--- config.mk ---
export PLATFORM = sky130hd
export DESIGN_NAME = stage_buffer
export DESIGN_NICKNAME = d
export VERILOG_FILES = /design/src/rtl/stage_buffer.sv
export SDC_FILE = /design/constraint.sdc
export NUM_CORES = 1
export LEC_CHECK = 0
export BUFFER_PORTS_ARGS = -buffer_cell sky130_fd_sc_hd__buf_2
export CORE_UTILIZATION = 40
export CTS_BUF_LIST = sky130_fd_sc_hd__clkbuf_8
export CTS_CLUSTER_SIZE = 25
export DETAILED_ROUTE_END_ITERATION = 7
export GPL_TIMING_DRIVEN = 0
export HOLD_SLACK_MARGIN = 0.02
export SLEW_MARGIN = 20
export SYNTH_ARGS = -nofsm -noshare
export SYNTH_HDL_FRONTEND = slang
export SYNTH_SLANG_ARGS = --single-unit
--- constraint.sdc ---
create_clock -name clk -period 10.8 [get_ports clk]
set_input_delay 1.62 -clock clk [delete_from_list [all_inputs] [get_ports clk]]
set_output_delay 1.62 -clock clk [all_outputs]
set_load 0.02 [all_outputs]
--- src/rtl/stage_buffer.sv ---
// rtl/stage_buffer.sv - DEPTH-entry elastic valid/ready buffer between pipeline stages with one-cycle flush
module stage_buffer #(
    parameter int DATA_W = 96,
    parameter int DEPTH  = 2,
    localparam int CNT_W = $clog2(DEPTH + 1)
) (
    input  logic              clk,
    input  logic              rst,
    input  logic              valid_i,
    output logic              ready_o,
    input  logic [DATA_W-1:0] data_i,
    output logic              valid_ro,
    input  logic              ready_i,
    output logic [DATA_W-1:0] data_ro,
    input  logic              flush_i,
    output logic [CNT_W-1:0]  count_o
);

    // A single-entry buffer still needs a 1-bit pointer so the array index is legal.
    localparam int PTR_W = (DEPTH > 1) ? $clog2(DEPTH) : 1;
    localparam logic [PTR_W-1:0] LAST_PTR = PTR_W'(DEPTH - 1);
    localparam logic [CNT_W-1:0] FULL_CNT = CNT_W'(DEPTH);

    logic [DATA_W-1:0] mem [DEPTH];
    logic [PTR_W-1:0]  wr_ptr;
    logic [PTR_W-1:0]  rd_ptr;
    logic [CNT_W-1:0]  count;
    logic              push;
    logic              pop;

    // Explicit wrap so non-power-of-two depths cycle through exactly DEPTH slots.
    function automatic logic [PTR_W-1:0] next_ptr(input logic [PTR_W-1:0] p);
        return (p == LAST_PTR) ? '0 : p + 1'b1;
    endfunction

    // Handshake outputs come from registered state only, so neither side sees a
    // combinational path from the other. A full buffer refuses a push even when a
    // pop happens in the same cycle.
    assign ready_o  = (count != FULL_CNT);
    assign valid_ro = (count != '0);
    assign data_ro  = valid_ro ? mem[rd_ptr] : '0;
    assign count_o  = count;

    // A flush cycle performs no transfer in either direction.
    assign push = valid_i & ready_o & ~flush_i;
    assign pop  = valid_ro & ready_i & ~flush_i;

    // Pointer and occupancy state; flush empties the buffer without touching mem.
    always_ff @(posedge clk or negedge rst) begin
        if (!rst) begin
            wr_ptr <= '0;
            rd_ptr <= '0;
            count  <= '0;
        end else if (flush_i) begin
            wr_ptr <= '0;
            rd_ptr <= '0;
            count  <= '0;
        end else begin
            if (push) begin
                wr_ptr <= next_ptr(wr_ptr);
            end
            if (pop) begin
                rd_ptr <= next_ptr(rd_ptr);
            end
            case ({push, pop})
                2'b10:   count <= count + 1'b1;
                2'b01:   count <= count - 1'b1;
                default: count <= count;
            endcase
        end
    end

    // Payload storage needs no reset: data_ro is masked to zero whenever count is zero.
    always_ff @(posedge clk) begin
        if (push) begin
            mem[wr_ptr] <= data_i;
        end
    end

endmodule

---- Word level (Yosys, flattened, before mapping) ----
Memories as Yosys holds them, arrays and structs flattened.
Cells that the tools add are included.
word-level totals
  flip-flop bits (word level) ............. 4
  bits in writable memories ............... 192
  bits of input ports ..................... 101
  word-level logic and storage cells ...... 31
  memories kept ........................... 1
memories
  name  words  width  read ports  clocked after memory_dff  wr ports  RTL line  RTL
  mem   2      96     1           0                         1         24        logic [DATA_W-1:0] mem [DEPTH];
operators by class
  add/sub/neg operators ................... 4
  equal/unequal tests ..................... 3
  multiplexer cells ....................... 11
  bitwise logic cells ..................... 5
  reduce and logical (&&, ||, !) cells .... 4
operators by type and width
  kind                 number
  $mux 96              1
  $mux 1               8
  $reduce_bool 2->1    3
  $and 1x1->1          4
  $pmux 2 s2           1
  $reduce_bool 3->1    1
  $add 1x1->1 const B  2
  $add 2x1->2 const B  1
  $eq 2x1->1 const B   1
  $eq 2x2->1 const B   1
  $mux 2               1
  $ne 2x2->1 const B   1
  $sub 2x1->2 const B  1
  $not 1->1            1

---- Depth between registers and ports, before layout ----
Gate-level depths: netlist (run 1).
  depth in word-level cells ............... 6
  mapped depth ............................ 5
  gate-level depth less buffers ........... 4

---- Worst setup path after synthesis (run 1) ----
Ideal clock, no wire load.
  path kind ............................... input to register
  from .................................... input valid_i
  to ...................................... memory mem[1][0] (enable)
  library setup time ...................... 0.687 ns
  data arrival time ....................... 8.641 ns
  setup slack ............................. 1.472 ns
  stages .................................. 2
  buffers on the path ..................... 0
  path through ............................ nand2_1 -> nor3b_1
on the way
  word-level cells in the longest chain between the ends .. 4
ends and longest elaborated chain
  item                          RTL line  RTL
  from (decl)                   9         input logic valid_i,
  $and 1x1->1 (2 in a row)      45        assign push = valid_i & ready_o & ~flush_i;
  $mux 1                        75        if (push) begin
  $mux 1 (not written as such)  76        mem[wr_ptr] <= data_i;
  to (decl)                     24
Every way passes these cells.

---- Worst setup path in the final report (run 1) ----
  from .................................... register count[0] (netlist: count_o[0])
  to ...................................... output data_ro[60]
on the way
  word-level cells in the longest chain between the ends .. 2
ends and longest elaborated chain
  item                    RTL line  RTL
  from (decl)             27        logic [CNT_W-1:0] count;
  from (signal assigned)  66        2'b10: count <= count + 1'b1;
  from (signal assigned)  67        2'b01: count <= count - 1'b1;
  from (signal assigned)  68        default: count <= count;
  $reduce_bool 2->1       40        assign valid_ro = (count != '0);
  $mux 96                 41        assign data_ro = valid_ro ? mem[rd_ptr] : '0;
  to (decl)               14        output logic [DATA_W-1:0] data_ro,
Every way passes these cells.

==> results of run 1 <==
==> worst min-delay path: stages, from the launching register on <==
cell and delay, ns:
dfrtp_1 0.42, o21ai_0 0.09, a21oi_1 0.06
==> path summary, 6_finish.rpt <==
kind,startpoint,slack [ns],end,cells past startpoint
max in group asynchronous,rst,9.72,count_o[1],1
min,wr_ptr,0.61,wr_ptr,2
max,count_o[0],7.13,data_ro[60],5
min in group asynchronous,rst,0.96,rd_ptr,1
max reg2reg,count_o[1],8.46,mem[0][56],7
min reg2reg,wr_ptr,0.61,wr_ptr,2
==> sequential cells by signal (all words and copies together) (netlist names) <==
register and flops:
count_o 2, mem 192, rd_ptr 1, wr_ptr 1
==> logic make-up (layout without fill, tap and decap cells) <==
group / Yosys count / after routing / synth area share
xor gates and xnor gates: 1 / 1 / 0.001171
DFF: 196 / 196 / 0.7839
and+or+nand+nor: 106 / 106 / 0.05652
buffers and inverters: 24 / 279 / 0.02257
muxes: 97 / 97 / 0.1298
AOI/OAI and AO/OA: 8 / 8 / 0.006021
==> cells in the final DEF, fill, tap and decap left out, drive strengths merged <==
cell type / count
a21o: 1
a21oi: 4
buf: 244
bufinv: 2
clkbuf: 17
clkinv: 7
clkinvlp: 1
dfrtp: 4
edfxtp: 192
inv: 8
mux2i: 97
nand2: 1
nand3b: 1
nor2: 98
nor2b: 1
nor3: 1
nor3b: 2
o211ai: 1
o21ai: 2
or2: 1
or3: 1
xor2: 1
==> metal layers <==
metal  track usage  wire (um)  vias up
met5             0         10        -
met4       0.06667        217        2
met3       0.03591        787       14
met2        0.2892       7931      112
met1        0.1932       6234     2055
li1              -          -     2088
==> power groups by stage <==
stage | registers (W) | clock network [W] | logic [W]
CTS | 0.000872 | 0.000468 | 0.000208
global route | 0.000874 | 0.000492 | 0.000222
global placement | 0.000899 | 0 | 0.000196
finish | 0.000872 | 0.000450 | 0.000204
floorplan | 0.000895 | 0 | 0.000124
detailed placement | 0.000889 | 0 | 0.000207
==> area by class of cell <==
| class | instances | area [um2] |
|---|---|---|
| Multi-Input combinational cell | 212 | 1458 |
| Clock buffer | 17 | 234.0 |
| Inverter | 3 | 11.26 |
| Sequential cell | 196 | 5866 |
| Fill cell | 1553 | 8792 |
| Buffer | 21 | 157.7 |
| Timing Repair Buffer | 223 | 1204 |
| Clock inverter | 15 | 138.9 |
| Tap cell | 229 | 286.5 |
==> metrics by stage <==
stage,std cells,utilization
final,916,0.5155
after global routing,916,0.5155
after CTS,916,0.5155
after detailed placement,884,0.4950
after global placement,861,0.4832
after floorplan,432,-
==> reports/metrics.cfg, run 1 <==
[outcome]
outcome=finished with violations
violations=design-rule violations

[power_and_ir_drop]
power-per-cell-area_nw_per_um2=163.1
internal_power_w=0.001147
seq_power_share=0.571
pwr-share-clk=0.295
sw_frac_of_total=0.2485
ir_drop_uv=68.68
p_total_w=0.001526
p_leak_nw=3.620
power_switching_w=0.0003793
combPwrFrac=0.134

[floorplan]
coreArea_um2=18150
dieArea_um2=19260
num_io_pins=201
initial_core_util=0.4123
core.rowCount=49
die_w_um=138.8
die_y_um=138.8

[worst_setup_path]
cp_slowest_stage_delay_ns=0.47
crit_path_frequent_cell=buf_4
start_kind=flip-flop
path_max_fanout=10
crit_chain=nor2_2 > buf_4 > buf_4 > nor2_1 > buf_2
cp_slowest_cell=dfrtp_1
cp.arrival_ns=2.05
critPathTopFamily=buffers and inverters
cp.required_ns=9.18
setup.worst_path.end_class=primary output
critPathBufInv=3
critPathKind=flip-flop to primary output

[yosys]
synthDistinctLibCells=22
netlist_area_um2=7482
netlist_top_cells_count=edfxtp_1 (192), mux2i_1 (97), nor2_1 (97), buf_4 (11), buf_2 (6)
synth_edf_count=192
yosysTopAreaCell=edfxtp_1
async_flop_share=0.02041
yosysMostFrequentCell=edfxtp_1
ys_seq_area_frac=0.7839
synth_area_per_cell_um2=17.32
ys_ff_latch=196
synthesis.nets=533
synth_top_flop_cell=edfxtp_1
syn_inst=432
ys_warn_count=0
synth_top_area_frac=0.7706
synth_area_leaders=edfxtp_1 (77%), mux2i_1 (13%), nor2_1 (4.9%), dfrtp_1 (1.3%), buf_4 (1.1%)

[placed_design]
port_buffers=200
gp_congestion=0.7112
dpl.hpwl_um=11060
dpl_cell_area_um2=8982
pre_cts_slack_ns=7.364

[hold_path]
hp-class=flip-flop to flip-flop

[detailed_routing]
drc=11
wl_per_cell_um=16.57
dr_total_vias=4271
ant_nets=0
routed_wl_um=15180
viasPerCell=4.663
dr.pass1.iters=8
drt_iter0_drc=208

[timing]
grt_setup_unrepaired=false
period_needed_ns=3.667
hold_viol_final=0
final-setup-viol-count=0
final_max_slew_viol_count=0
finalSetupTns_ns=0
tightest_slew_ns=0.7430
slew_headroom=0.5020
worst_slack_ns=7.133
holdWs_ns=0.6075
fin_skew_ns=0.01116
fmax_ghz=0.2727
post-route-period-util=0.3396

[global_routing]
grt_use_total=0.1635
grt_pass1_wl_um=23600
grt_pass1_vias=4398
grt-ovfl-total=0
antenna_found_initial=1
grt_start_max_net_pins=17

[clock_network]
root_buffer=clkbuf_8
cts_resized=0
cts_buffers=17
cts.clk_slew.worst_paths_ns=0.08
cts_tree=yes
cts_setup_buffers=0
insertion_delay_ns=0.45
htree_levels=4
clk_path_buf_depth=2
cts_sinks=196
hold_buffers=0

[final_layout]
drive_gt1_frac=0.4047
fin_nets=775
syn_to_final_growth_pct=25.03
design_area_um2=9355
antenna_cells=0

[flow_run]
max_cap_violations=0

No activity file was read; power rests on OpenSTA's default activity.
==> inputs of run 2 (changes only) <==
==> constraint.sdc (replaced) <==
create_clock -name clk -period 3.5 [get_ports clk]
set_input_delay 0.525 -clock clk [delete_from_list [all_inputs] [get_ports clk]]
set_output_delay 0.525 -clock clk [all_outputs]
set_load 0.02 [all_outputs]
==> run 2 against run 1 <==
  * The flow still finishes with violations (design-rule violations)
  * Register-to-register slack worse by 7.2 ns
  * Cell area is 1.1% higher
  * Sequential cell count stayed put
  * Largest cell class unchanged
  * Non-clock buffer count is 8 lower
  * Global-route usage is 0.11 points higher
  * Critical path depth stayed put
  * Total power grew to 3.2 times the previous value
  * Sequential share of layout area is 0.66 points lower
  * Die area stayed put
  * Core utilization is 0.57 points higher
==> reports/metrics.cfg, run 2 (same netlist as run 1, synthesis figures left out) <==
[outcome]
outcome=finished with violations
violations=design-rule violations

[flow_run]
max_cap_violations=0  ; unchanged

[floorplan]
dieArea_um2=19260  ; unchanged
coreArea_um2=18150  ; unchanged
core.rowCount=49  ; unchanged
num_io_pins=201  ; unchanged
die_w_um=138.8  ; unchanged
die_y_um=138.8  ; unchanged
initial_core_util=0.4123  ; unchanged

[worst_setup_path]
cp_slowest_stage_delay_ns=0.48  ; about the same
setup.worst_path.end_class=primary output
cp_slowest_cell=dfrtp_2
critPathTopFamily=buffers and inverters
critPathBufInv=3  ; unchanged
critPathKind=flip-flop to primary output
cp.arrival_ns=2.07  ; +0.02 ns
crit_path_frequent_cell=buf_4
crit_chain=nor2_2 > buf_4 > buf_4 > nor2_1 > buf_2
cp.required_ns=2.97  ; -6.21 ns
start_kind=flip-flop
path_max_fanout=10  ; unchanged

[final_layout]
syn_to_final_growth_pct=26.42
drive_gt1_frac=0.3997  ; -0.004953
fin_nets=767  ; -1.0%
final_common_cell=buf_2
final_cell_mix=buf_2 (206), edfxtp_1 (192), mux2i_1 (97), nor2_1 (97), clkbuf_8 (17)
largest_reg_flops=192  ; unchanged
top_register=mem

[timing]
final_max_slew_viol_count=0  ; unchanged
holdWs_ns=0.2475  ; -0.3600 ns
final-setup-viol-count=0  ; unchanged
hold_viol_final=0  ; unchanged
tightest_slew_ns=0.8456  ; +0.1026 ns
slew_headroom=0.4345  ; -0.06754
period_needed_ns=2.598
grt_setup_unrepaired=false
fin_skew_ns=0.01381  ; +0.002649 ns
fmax_ghz=0.3849
post-route-period-util=0.7422
finalSetupTns_ns=0  ; unchanged

[detailed_routing]
routed_wl_um=15230  ; +0.35%
wl_per_cell_um=16.78  ; +1.2%
drt_iter0_drc=172  ; -17%
dr_total_vias=4277  ; +0.14%
dr.pass1.iters=6  ; -2
ant_nets=0  ; unchanged
viasPerCell=4.710  ; +1.0%
drc=9  ; -2

[clock_network]
root_buffer=clkbuf_8
clk_path_buf_depth=2  ; unchanged
cts_setup_buffers=0  ; unchanged
cts_sinks=196  ; unchanged
cts.clk_slew.worst_paths_ns=0.10  ; +0.02 ns
cts_buffers=17  ; unchanged
htree_levels=4  ; unchanged
insertion_delay_ns=0.46  ; about the same
cts_tree=yes

[power_and_ir_drop]
internal_power_w=0.003762  ; +230%
sw_frac_of_total=0.2403  ; -0.008229
p_leak_nw=3.622  ; about the same
seq_power_share=0.543  ; -0.028
power_switching_w=0.001190  ; +210%
combPwrFrac=0.128  ; -0.006
ir_drop_uv=253.0  ; +270%
power-per-cell-area_nw_per_um2=523.5  ; +220%
pwr-share-clk=0.328  ; +0.033

[global_routing]
grt-ovfl-total=0  ; unchanged
antenna_found_initial=1  ; unchanged
grt_pass1_wl_um=23980  ; +1.6%
grt_pass1_vias=4481  ; +1.9%
grt_start_max_net_pins=17  ; unchanged
grt_use_total=0.1646  ; +0.001125

[placed_design]
gp_congestion=0.7045  ; -0.94%
dpl.hpwl_um=10890  ; -1.6%
port_buffers=200  ; unchanged

[hold_path]
hp-class=primary input to flip-flop

## run 2: layout make-up
| class | count | area (um2) |
|---|---|---|
| Sequential cell | 196 | 5868 |
| Clock buffer | 17 | 234.0 |
| Clock inverter | 14 | 210.2 |
| Buffer | 21 | 157.7 |
| Multi-Input combinational cell | 212 | 1483 |
| Tap cell | 229 | 286.5 |
| Fill cell | 1563 | 8688 |
| Timing Repair Buffer | 215 | 1204 |
| Antenna cell | 1 | 2.502 |
| Inverter | 3 | 13.76 |
## run 2: final timing paths
path / slack (ns) / startpoint / cells past startpoint / endpoint
setup reg to reg: 1.23 / count_o[1] / 7 / mem[0][17]
setup / recovery: 0.90 / count_o[0] / 5 / data_ro[55]
hold / removal: 0.25 / data_i[13] / 1 / mem[1][13]
max in group asynchronous: 2.92 / rst / 2 / count_o[0]
min in group asynchronous: 0.43 / rst / 2 / rd_ptr
hold reg to reg: 0.63 / wr_ptr / 2 / wr_ptr
## run 2: timing repair
action                    CTS  global route
hold endpoints to repair    4             0
hold buffers                1             0
gates resized for setup     0             0
## run 2: power groups by stage
stage          Clock, W  Combinational, W  Sequential [W]
2_1_floorplan         0          0.000385         0.00275
3_3_place_gp          0          0.000609         0.00275
3_5_place_dp          0          0.000645         0.00275
4_1_cts         0.00166          0.000648         0.00269
5_1_grt         0.00176          0.000691         0.00270
6_report        0.00163          0.000636         0.00269
## run 2: metrics by stage
stage               cells  power, W  setup slack [ns]  cell area [um2]    util
floorplan             432  0.003133           -0.1831             7522       -
global placement      861  0.003361            -1.491             8810  0.4855
detailed placement    875  0.003390             1.139             9002  0.4961
CTS                   907  0.005002            0.7651             9457  0.5211
global route          908  0.005147            0.7136             9459  0.5212
finish                908  0.004952            0.9022             9459  0.5212
## run 2: worst reg2reg max path, delay by kind of cell, from the launching register on
family	cells	cell delay (ns)
buffers and inverters	4	0.65
and+or+nand+nor	3	0.87
DFF	1	0.47
## run 2: layer usage
layer | vias to the layer above | GRT usage | part of all wire
met5 | - | 0 | 0
met4 | 0 | 0.06491 | 0.018
met3 | 22 | 0.04662 | 0.053
met2 | 111 | 0.2764 | 0.50
met1 | 2077 | 0.2012 | 0.43
li1 | 2067 | - | -
